--- config.mk ---
export PLATFORM = sky130hd
export DESIGN_NAME = mem_stage
export DESIGN_NICKNAME = d
export VERILOG_FILES = /design/src/rtl/mem_stage.sv
export SDC_FILE = /design/constraint.sdc
export NUM_CORES = 1
export LEC_CHECK = 0
export ABC_AREA = 1
export ABC_CLOCK_PERIOD_IN_PS = 5300
export BUFFER_PORTS_ARGS = -buffer_cell sky130_fd_sc_hd__buf_2
export CAP_MARGIN = 40
export CORE_ASPECT_RATIO = 0.75
export CORE_MARGIN = 3
export CORE_UTILIZATION = 60
export DETAILED_ROUTE_END_ITERATION = 8
export GPL_ROUTABILITY_DRIVEN = 1
export PLACE_DENSITY = 0.88
export SLEW_MARGIN = 40
export SYNTH_ARGS = -nofsm -noshare
export SYNTH_HDL_FRONTEND = slang
export SYNTH_SLANG_ARGS = --single-unit
--- constraint.sdc ---
create_clock -name clk_in -period 5.3 [get_ports clk_in]
set_input_delay 0.265 -clock clk_in [delete_from_list [all_inputs] [get_ports clk_in]]
set_output_delay 0.265 -clock clk_in [all_outputs]
set_load 0.01 [all_outputs]
--- src/rtl/mem_stage.sv ---
// Memory-access stage: byte-serial loads/stores over a req/ack port, registered writeback.
// Non-memory results pass straight to writeback with one cycle of latency.

`ifndef InstShort
`define InstShort 3:0
`define instNOP   4'd0
`define instLB    4'd1
`define instLH    4'd2
`define instLW    4'd3
`define instLBU   4'd4
`define instLHU   4'd5
`define instSB    4'd6
`define instSH    4'd7
`define instSW    4'd8
`endif

module mem_stage #(
  parameter int unsigned ADDR_W = 32
) (
  input  logic              clk_in,
  input  logic              rst_in,
  input  logic              rdy_in,
  input  logic [4:0]        rd_address_in,
  input  logic [31:0]       rd_data_in,
  input  logic              rd_we_in,
  input  logic [`InstShort] inst_in,
  input  logic [ADDR_W-1:0] mem_address_in,
  output logic              mem_req_out,
  output logic              mem_wr_out,
  output logic [ADDR_W-1:0] mem_addr_out,
  output logic [7:0]        mem_wdata_out,
  input  logic [7:0]        mem_rdata_in,
  input  logic              mem_ack_in,
  output logic              stall_out,
  output logic [4:0]        wb_rd_address,
  output logic [31:0]       wb_rd_data,
  output logic              wb_we,
  output logic              ld_busy_out,
  output logic [4:0]        ld_rd_out
);

  typedef enum logic [0:0] {StIdle, StAccess} state_e;

  function automatic logic f_is_load(input logic [`InstShort] i);
    return (i == `instLB) || (i == `instLH) || (i == `instLW) ||
           (i == `instLBU) || (i == `instLHU);
  endfunction

  function automatic logic f_is_store(input logic [`InstShort] i);
    return (i == `instSB) || (i == `instSH) || (i == `instSW);
  endfunction

  // Index of the final byte of the access (nbytes - 1).
  function automatic logic [1:0] f_last_idx(input logic [`InstShort] i);
    logic [1:0] n;
    n = 2'd0;
    if ((i == `instLH) || (i == `instLHU) || (i == `instSH)) n = 2'd1;
    if ((i == `instLW) || (i == `instSW)) n = 2'd3;
    return n;
  endfunction

  state_e            r_state;
  state_e            w_state_next;
  logic [1:0]        r_cnt;
  logic [ADDR_W-1:0] r_base;
  logic [31:0]       r_data;
  logic [4:0]        r_rd;
  logic [`InstShort] r_inst;
  logic [31:0]       r_buf;
  logic [4:0]        r_wb_rd_address;
  logic [31:0]       r_wb_rd_data;
  logic              r_wb_we;

  logic              w_in_is_mem;
  logic              w_access;
  logic              w_is_load;
  logic              w_last;
  logic [4:0]        w_byte_sel;
  logic [31:0]       w_buf_merged;
  logic [31:0]       w_load_result;

  assign w_in_is_mem = f_is_load(inst_in) || f_is_store(inst_in);
  assign w_access    = (r_state == StAccess);
  assign w_is_load   = f_is_load(r_inst);
  assign w_last      = (r_cnt == f_last_idx(r_inst));
  assign w_byte_sel  = {r_cnt, 3'b000};

  // Next FSM state; only consulted when rdy_in allows state to move.
  always_comb begin
    w_state_next = r_state;
    unique case (r_state)
      StIdle:   if (w_in_is_mem) w_state_next = StAccess;
      StAccess: if (mem_ack_in && w_last) w_state_next = StIdle;
      default:  w_state_next = StIdle;
    endcase
  end

  // FSM state register; rdy_in low freezes everything.
  always_ff @(posedge clk_in or negedge rst_in) begin
    if (!rst_in) begin
      r_state <= StIdle;
    end else if (rdy_in) begin
      r_state <= w_state_next;
    end
  end

  // Load buffer with the byte arriving this cycle merged in, so the completion edge sees it.
  always_comb begin
    w_buf_merged = r_buf;
    w_buf_merged[w_byte_sel +: 8] = mem_rdata_in;
  end

  // Width/sign extension of the assembled load value.
  always_comb begin
    w_load_result = w_buf_merged;
    unique case (r_inst)
      `instLB:  w_load_result = {{24{w_buf_merged[7]}}, w_buf_merged[7:0]};
      `instLH:  w_load_result = {{16{w_buf_merged[15]}}, w_buf_merged[15:0]};
      `instLBU: w_load_result = {24'd0, w_buf_merged[7:0]};
      `instLHU: w_load_result = {16'd0, w_buf_merged[15:0]};
      default:  w_load_result = w_buf_merged;
    endcase
  end

  // Access capture, byte counting and writeback registers.
  always_ff @(posedge clk_in or negedge rst_in) begin
    if (!rst_in) begin
      r_cnt           <= 2'd0;
      r_base          <= '0;
      r_data          <= 32'd0;
      r_rd            <= 5'd0;
      r_inst          <= `instNOP;
      r_buf           <= 32'd0;
      r_wb_rd_address <= 5'd0;
      r_wb_rd_data    <= 32'd0;
      r_wb_we         <= 1'b0;
    end else if (rdy_in) begin
      if (!w_access) begin
        if (w_in_is_mem) begin
          r_base  <= mem_address_in;
          r_data  <= rd_data_in;
          r_rd    <= rd_address_in;
          r_inst  <= inst_in;
          r_cnt   <= 2'd0;
          r_buf   <= 32'd0;
          r_wb_we <= 1'b0;
        end else begin
          r_wb_rd_address <= rd_address_in;
          r_wb_rd_data    <= rd_data_in;
          r_wb_we         <= rd_we_in && (rd_address_in != 5'd0);
        end
      end else if (mem_ack_in) begin
        if (w_is_load) r_buf <= w_buf_merged;
        r_cnt <= r_cnt + 2'd1;
        if (w_last) begin
          if (w_is_load) begin
            r_wb_rd_data    <= w_load_result;
            r_wb_rd_address <= r_rd;
            r_wb_we         <= (r_rd != 5'd0);
          end else begin
            r_wb_we <= 1'b0;
          end
        end
      end
    end
  end

  // Memory port and hazard outputs.
  always_comb begin
    mem_req_out   = rdy_in && w_access;
    mem_wr_out    = w_access && !w_is_load;
    mem_addr_out  = w_access ? (r_base + ADDR_W'(r_cnt)) : '0;
    mem_wdata_out = w_access ? r_data[w_byte_sel +: 8] : 8'd0;
    // Completion edge releases upstream so the mem inst is never re-issued.
    stall_out     = rst_in && rdy_in &&
                    ((!w_access && w_in_is_mem) || (w_access && !(mem_ack_in && w_last)));
    ld_busy_out   = w_access && w_is_load;
    ld_rd_out     = (w_access && w_is_load) ? r_rd : 5'd0;
  end

  assign wb_rd_address = r_wb_rd_address;
  assign wb_rd_data    = r_wb_rd_data;
  assign wb_we         = r_wb_we;

endmodule

==> results of run 1 <==
==> worst min path at each step <==
stage	cells past startpoint	slack [ps]	endpoint
after floorplan	0	-30	r_base[0]
after global placement	1	310	r_base[4]
after detailed placement	1	320	r_base[4]
after CTS	2	50	r_base[18]
after global routing	2	50	r_base[27]
final	2	60	r_base[18]
==> registers in the layout (all words and copies together) (netlist names) <==
signal         flops
r_buf             32
r_inst             4
wb_rd_address      5
r_rd               5
r_data            32
r_state            1
wb_we              1
r_base            32
r_cnt              2
wb_rd_data        32
==> synth_stat cells, types with 2 or more instances <==
| master | instances | area share, % |
|---|---|---|
| a21oi_1 | 42 | 2.5 |
| buf_12 | 2 | 0.48 |
| buf_2 | 13 | 0.78 |
| buf_4 | 6 | 0.54 |
| buf_6 | 6 | 0.81 |
| clkbuf_1 | 19 | 0.86 |
| clkinv_1 | 3 | 0.14 |
| dfrtp_1 | 146 | 44 |
| ha_1 | 7 | 1.1 |
| inv_1 | 112 | 5.1 |
| inv_2 | 5 | 0.23 |
| mux2_2 | 23 | 3.1 |
| nand2_1 | 304 | 14 |
| nand2_2 | 7 | 0.53 |
| nand2_4 | 2 | 0.27 |
| nand3_1 | 67 | 4.0 |
| nand3_2 | 11 | 1.3 |
| nand4_1 | 12 | 0.90 |
| nor2_1 | 160 | 7.2 |
| nor2_2 | 3 | 0.23 |
| nor2_4 | 3 | 0.41 |
| nor3_1 | 22 | 1.3 |
| o21ai_0 | 97 | 5.8 |
| o21ai_1 | 11 | 0.66 |
| o22ai_1 | 9 | 0.68 |
| xnor2_1 | 5 | 0.53 |
| xor2_1 | 12 | 1.3 |
==> per-layer routing <==
layer / vias to the layer above / share of wire, %
met4: 0 / 1.7
met5: - / 0
met1: 3822 / 42
met3: 53 / 13
li1: 3876 / -
met2: 529 / 43
==> power by group through the flow <==
stage / Clock [uW] / Combinational [uW] / Sequential (uW)
finish: 1200 / 2870 / 1960
global route: 1250 / 3160 / 2000
CTS: 1200 / 2800 / 1940
detailed placement: 0 / 2770 / 1940
global placement: 0 / 2680 / 1930
floorplan: 0 / 1940 / 1900
==> through the flow <==
step           area, um^2  power [uW]  cells  utilization (%)
6_report             9770        6020   1457             73.8
5_1_grt              9770        6420   1457             73.8
4_1_cts              9740        5940   1455             73.5
3_5_place_dp         9150        4710   1422             69.1
3_3_place_gp         9130        4600   1421             68.9
2_1_floorplan        8310        3840   1122                -
==> logic make-up (layout without fill, tap and decap cells) <==
family	after synthesis	in the layout	share of synthesized area, %
and+or+nand+nor	596	596	30.6
buffers and inverters	169	333	9.18
AOI/OAI and AO/OA	163	163	10.1
DFF	146	146	44.0
muxes	23	23	3.12
xor gates and xnor gates	17	17	1.79
adders and majority gates	8	8	1.29
==> cell type report <==
| type | instances | area [um^2] |
|---|---|---|
| Multi-Input combinational cell | 807 | 3900 |
| Sequential cell | 146 | 3650 |
| Fill cell | 1051 | 3470 |
| Timing Repair Buffer | 181 | 965 |
| Inverter | 120 | 450 |
| Clock buffer | 18 | 439 |
| Tap cell | 171 | 214 |
| Clock inverter | 14 | 141 |
==> repair_timing <==
item / in CTS / in global routing
endpoints found under the hold margin: 67 / 0
gates resized for setup: 0 / 0
hold buffers: 1 / 0
==> worst max-delay path, stage by stage (launching register included) <==
cell and delay [ps]:
dfrtp_1 340, buf_4 340, ha_1 270, inv_1 50, o21ai_1 230, nand2_1 210, inv_1 170, nand2_1 110
nor2_2 280, nand2_1 120, nand2_1 80, nand2_1 40, nor2_1 130, buf_2 150
==> results by stage, run 1 <==
Outcome:
- The run finished with clean final reports.

Place:
- The number of buffer cells added on primary ports is 172.
- OpenSTA, run right after detailed placement, puts the worst setup slack at 2480 ps.
- Routability-driven placement finished with a final weighted congestion of 1.07.
- The post-DP HPWL is 17.8 mm.

GRT:
- The initial antenna violation count was 0.
- The number of global-route vias before repair is 7,542.
- The total track usage is 33.4%.
- Entering global routing, the biggest net connects 91 pins.
- The global route total overflow is 0.
- The met3 capacity usage during global routing is 9.77%.
- The global routing stage identified its most utilized layer as met2.
- The global routing met2 resource utilization is 49.9%.
- The first-pass GRT wire length is 39.8 mm.
- In the global route stage, met1 resource usage came out at 48.8%.

Final layout:
- Relative to the synthesized area, the layout overhead comes to 17.5%.
- The number of antenna diodes in the final layout is 0.
- The library cell used most frequently in the layout, excluding fill and tap cells, is nand2_1.
- The number of nets at the end of the flow is 1,367.
- The library cells used most frequently in the layout, excluding fill and tap cells, are nand2_1, buf_2, nor2_1.
- The post-route netlist has 21.1% of its cells at a drive strength greater than 1.

Clocking:
- TritonCTS built the clock tree.
- The count of H-tree levels built during CTS is 4.
- The tree is rooted in a clkbuf_16.
- The number of sinks handled by clock tree synthesis is 146.
- The buffer depth of the longest clock path is 2.
- TritonCTS created 17 clock buffers.
- The post-CTS clock slew at the launch and capture registers of the worst setup and hold paths is 70 ps.
- The total setup buffers inserted after CTS is 0.
- The clock reaches the later pin of the worst-skew pair after 440 ps.

Power:
- The worst voltage drop across the vdd grid is 0.413 mV.
- Registers are responsible for 32.5% of the overall power.
- The clock network accounts for 19.9% of the total power.
- The total leakage power is 0.00522 uW.
- Cell internal power was estimated by the tool at 3190 uW.
- For this design the ratio of total power to cell area is 616 nW/um^2.
- The proportion of power drawn by combinational gates is 47.6%.
- The switching power summed over all nets is 2830 uW.
- In this run switching power makes up 46.9% of total power.

Timing:
- Measured against its own limit, the worst slew margin works out to 48.5%.
- The final critical-path required period is 3230 ps.
- The final count of pins violating max slew came to 0.
- For this run, the top clock speed supported by timing is 0.310 GHz.
- The total negative slack is 0 ps.
- Setup violations remaining at the end of the flow were counted as 0.
- The share of the clock period used by the worst path after layout is 60.9%.
- The final setup skew is 10.2 ps.
- The final worst setup slack is 2070 ps.
- The worst hold slack across all endpoints is 58.1 ps.
- The final hold violation count is 0.
- At the pin with the least slew margin, the transition time is 772 ps.
- Setup repair after global routing left no endpoint under its margin.

Worst setup path:
- The critical path launch point is r_cnt[0].
- The required time at the worst-slack endpoint is 5040 ps.
- The setup check on the worst reg-to-reg path leaves a slack of 2250 ps.
- STA puts the critical path data arrival time at 2960 ps.
- Following the worst setup path forward leads to its endpoint at mem_addr_out[25].
- The class of the most critical setup path is reg -> out.
- STA classifies the critical path startpoint as a flip-flop.
- The worst reg2reg path depth is 12.
- The kind of end point of the critical path is a primary output.
- The peak fanout along the critical path is 32.
- The worst register-to-register path begins at r_cnt[1].
- In this run the critical register-to-register path is captured at wb_rd_data[20].

Route:
- The average wire length per cell after detail routing is 17.2 um.
- The detailed router finished its first iteration with 1,011 violations.
- The remaining number of nets flagged by the antenna check after routing is 0.
- The total iterations of the first detailed-routing run is 8.
- The total wire length after detailed routing is 25.1 mm.
- Detailed routing inserted a total of 8,280 vias.
- The detailed-route vias per instance is 5.68.
- The number of remaining DRC errors is 0.

Floorplan:
- The total number of placement rows is 36.
- The core region is 13,200 um^2.
- The count of boundary I/O pins is 173.
- The full die area is 15,300 um^2.
- Once the floorplan was initialized, standard cells occupied 62.8% of the core.
- The die width is 142 um.
- The height of the chip is 108 um.

Synthesis:
- The average cell area after synthesis is 7.41 um^2.
- For this run, the leading register cell type out of synthesis is dfrtp_1.
- The unique cell type count in the Yosys netlist is 40.
- The number of cells produced by synthesis is 1,122.
- Counting flops with an async set or reset pin after synthesis yields a share of 100%.
- The synthesized netlist net count is 1,216.
- Counting flops with a built-in enable in the synthesized netlist gives 0.
- The total of warnings raised by yosys is 0.
- The total of flip-flops plus latches after synthesis is 146.
- The share of the yosys chip area belonging to registers is 44.0%.
- After synthesis the cells add up to 8310 um^2.

Hold path:
- The startpoint identified for the worst hold timing path is mem_address_in[18].
- The min-delay analysis places its worst path in the category in -> reg.

Flow run:
- Across the run, the number of max-cap violations was 0.
No activity file was read; power rests on OpenSTA's default activity.
==> run 2, diff against run 1 <==
- ABC_CLOCK_PERIOD_IN_PS: 5300 -> 3200
- CORE_UTILIZATION: 60 -> 56
- PLACE_DENSITY: 0.88 -> 0.83
- clock period: 5.3 -> 3.2 ns (I/O delays scaled with it)
==> run 2 against run 1 <==
Against the previous run: cell area up 3.8%; global-route usage down 1.9 points; sequential cell count unchanged; clock skew down 1.2 ps; critical endpoint unchanged; largest cell class unchanged.
==> results by stage, run 2 (synthesized netlist as in run 1, its figures left out) <==
Outcome:
- Status: finished, final reports clean (unchanged).

GRT:
- The global routing met2 resource utilization is 45.2% (was 49.9%).
- The first-pass GRT wire length came to 41.3 mm (was 39.8 mm).
- The met3 capacity usage during global routing is 8.58% (was 9.77%).
- The number of global-route vias before repair is 7,890 (was 7,542).
- The global route total overflow is 0 (unchanged).
- The total track usage came to 31.5% (was 33.4%).
- The initial antenna violation count is 0 (unchanged).
- The most heavily used metal layer in global routing is met1 (was met2).
- The maximum number of pins on one net before global-route repair is 125 (was 91).
- The met1 layer usage reported by global route is 46.9% (was 48.8%).

Clocking:
- The post-CTS clock slew at the launch and capture registers of the worst setup and hold paths came to 60 ps (was 70 ps).
- The count of H-tree levels built during CTS came to 4 (unchanged).
- The CTS tree is built (unchanged).
- The buffer depth of the longest clock path is 2 (unchanged).
- The total setup buffers inserted after CTS is 0 (unchanged).
- The number of buffers inserted during clock tree synthesis is 17 (unchanged).
- The clock insertion delay at the later pin of the skew report is 430 ps (was 440 ps).
- The clock root buffer is clkbuf_16 (unchanged).
- The count of cells resized by post-cts repair was 0 (unchanged).
- The number of sinks handled by clock tree synthesis is 146 (unchanged).

Worst setup path:
- The cell seen most often among critical-path stages is nand2_1 (unchanged).
- The required time at the worst-slack endpoint is 3040 ps (was 5040 ps).
- The worst stage delay on the critical path is 380 ps (was 340 ps).
- The endpoint arrival time on the critical path is 2810 ps (was 2960 ps).
- The cell family with the largest share of critical-path delay is simple AND/OR/NAND/NOR gates (unchanged).
- The peak fanout along the critical path is 13 (was 32).
- Cell breakdown of the critical path: buf_4 > ha_1 > nand2_1 > o21ai_1 > nand2_1 > inv_1 > nand2_1 > nor2_2 > nand2_1 > nand2_1 > nand2_1 > nor2_1 > buf_2 (was buf_4 > ha_1 > inv_1 > o21ai_1 > nand2_1 > inv_1 > nand2_1 > nor2_2 > nand2_1 > nand2_1 > nand2_1 > nor2_1 > buf_2).
- The library cell contributing the largest single delay on the critical path is dfrtp_1 (unchanged).
- The kind of end point of the critical path is a primary output (unchanged).
- The startpoint type of the worst setup path is a flip-flop (unchanged).
- The class of the most critical setup path is reg -> out (unchanged).
- The combined buffer and inverter count along the critical path is 3 (was 4).

Route:
- The total wire length after detailed routing was 25.8 mm (was 25.1 mm).
- The number of remaining DRC errors was 0 (unchanged).
- The total number of vias is 8,565 (was 8,280).
- The total iterations of the first detailed-routing run is 6 (was 8).
- The average wire length per cell after detail routing is 17.1 um (was 17.2 um).
- The number of DRC markers in iteration 0 was 1,208 (was 1,011).
- The remaining number of nets flagged by the antenna check after routing came to 0 (unchanged).
- The detailed-route vias per instance is 5.67 (was 5.68).

Timing:
- The number of endpoints failing setup at the final stage is 0 (unchanged).
- The worst-margin pin slew came to 792 ps (was 772 ps).
- The total negative slack is 0 ps (unchanged).
- The worst path needs 2970 ps of the cycle, external delays included.
- The final setup skew is 9.08 ps (was 10.2 ps).
- The final worst setup slack came to 226 ps (was 2070 ps).
- The remaining max-slew budget at the tightest pin is 47.0% (was 48.5%).
- Of the available clock period, the critical path in the final layout requires 92.9%.
- Setup repair after global routing missed its margin: no (unchanged).
- The final hold violation count is 0 (unchanged).
- The final count of pins violating max slew was 0 (unchanged).
- The achievable frequency is 0.336 GHz.

Final layout:
- The proportion of layout cells with a drive suffix above 1 is 20.6% (was 21.1%).
- Commonest non-fill, non-tap cells in the layout: nand2_1, buf_2, nor2_1 (unchanged).
- The fraction of the core area covered by cells at the end of the flow is 71.8% (was 73.8%).
- The most common cell after layout, fill and taps aside is nand2_1 (unchanged).
- The layout-stage area growth over the synthesis result is 22.0% (was 17.5%).
- The number of antenna diodes is 0 (unchanged).
- The number of nets at the end of the flow is 1,398 (was 1,367).

Floorplan:
- The height of the chip was 112 um (was 108 um).
- The count of boundary I/O pins was 173 (unchanged).
- The total number of placement rows came to 37 (was 36).
- The core footprint is 14,100 um^2 (was 13,200 um^2).
- The full die area was 16,400 um^2 (was 15,300 um^2).
- The die width was 147 um (was 142 um).
- The initial standard-cell utilization of the core is 58.9% (was 62.8%).

Hold path:
- The type of the tightest min-delay check is in -> reg (unchanged).

Place:
- The weighted congestion at the end of routability-driven global placement came to 1.00 (was 1.07).
- The number of buffer cells added on primary ports came to 172 (unchanged).
- The post-DP HPWL was 17.7 mm (was 17.8 mm).
- The setup slack at placement is 611 ps (was 2480 ps).

Power:
- The power per cell area came to 995 nW/um^2 (was 616 nW/um^2).
- The total leakage power was 0.00537 uW (was 0.00522 uW).
- The worst voltage drop across the vdd grid came to 0.550 mV (was 0.413 mV).

Flow run:
- The max-cap violation count is 0 (unchanged).
run 2: cell types whose count changed in the layout (fill, tap and decap cells not counted), moves of 4 or more:
cell	before	now
buf_4	4	8
dlygate4sd3_1	1	29
clkbuf_8	1	5
inv_6	6	1
run 2: worst paths after layout:
check                           slack (ps)               from  depth (start not counted)                to
worst max-delay path                   230           r_cnt[1]                         13  mem_addr_out[25]
worst min-delay path                     5  mem_address_in[7]                          3         r_base[7]
worst max register to register         500           r_cnt[0]                         13    wb_rd_data[23]
worst min register to register         470      wb_rd_data[1]                          2     wb_rd_data[1]
max in group asynchronous             2040             rst_in                          4         r_data[8]
min in group asynchronous              150             rst_in                          2     wb_rd_data[5]
run 2: stage by stage:
stage          total power [uW]  hold WS (ps)  cells  area [um^2]
2_1_floorplan              6360          -136   1122         8310
3_3_place_gp               7710           251   1450         9220
3_5_place_dp               7830           248   1450         9220
4_1_cts                    9960          1.69   1509        10100
5_1_grt                   10800          9.29   1511        10100
6_report                  10100          5.21   1511        10100
run 2: repair_timing:
| action | in CTS | in global routing |
|---|---|---|
| setup endpoints to repair | 0 | 0 |
| hold buffers | 28 | 1 |
| endpoints found under the hold margin | 106 | 1 |
run 2: routing by layer:
metal,vias to the layer above,routed length [um]
li1,3943,-
met1,3928,11000
met2,607,10800
met3,87,3190
met4,0,806
met5,-,0
run 2: cell type report:
cell class | count | area [um^2]
well taps | 195 | 244
fillers | 1098 | 3980
inverters | 120 | 450
flip-flops and latches | 146 | 3650
repair buffers | 212 | 1280
clock buffers | 24 | 502
clock inverters | 7 | 97.6
multi-input cells | 807 | 3900
run 2: where the power goes:
| part | internal, uW | leakage [uW] | switching, uW | total, uW |
|---|---|---|---|---|
| Clock | 1250 | 0.000289 | 792 | 2040 |
| Sequential | 2600 | 0.00185 | 691 | 3290 |
| Combinational | 1590 | 0.00323 | 3160 | 4750 |
run 2: tightest hold or removal path, cell delays in order:
cell,delay [ps]
buf_2,70
nor2_1,40
a21oi_1,110
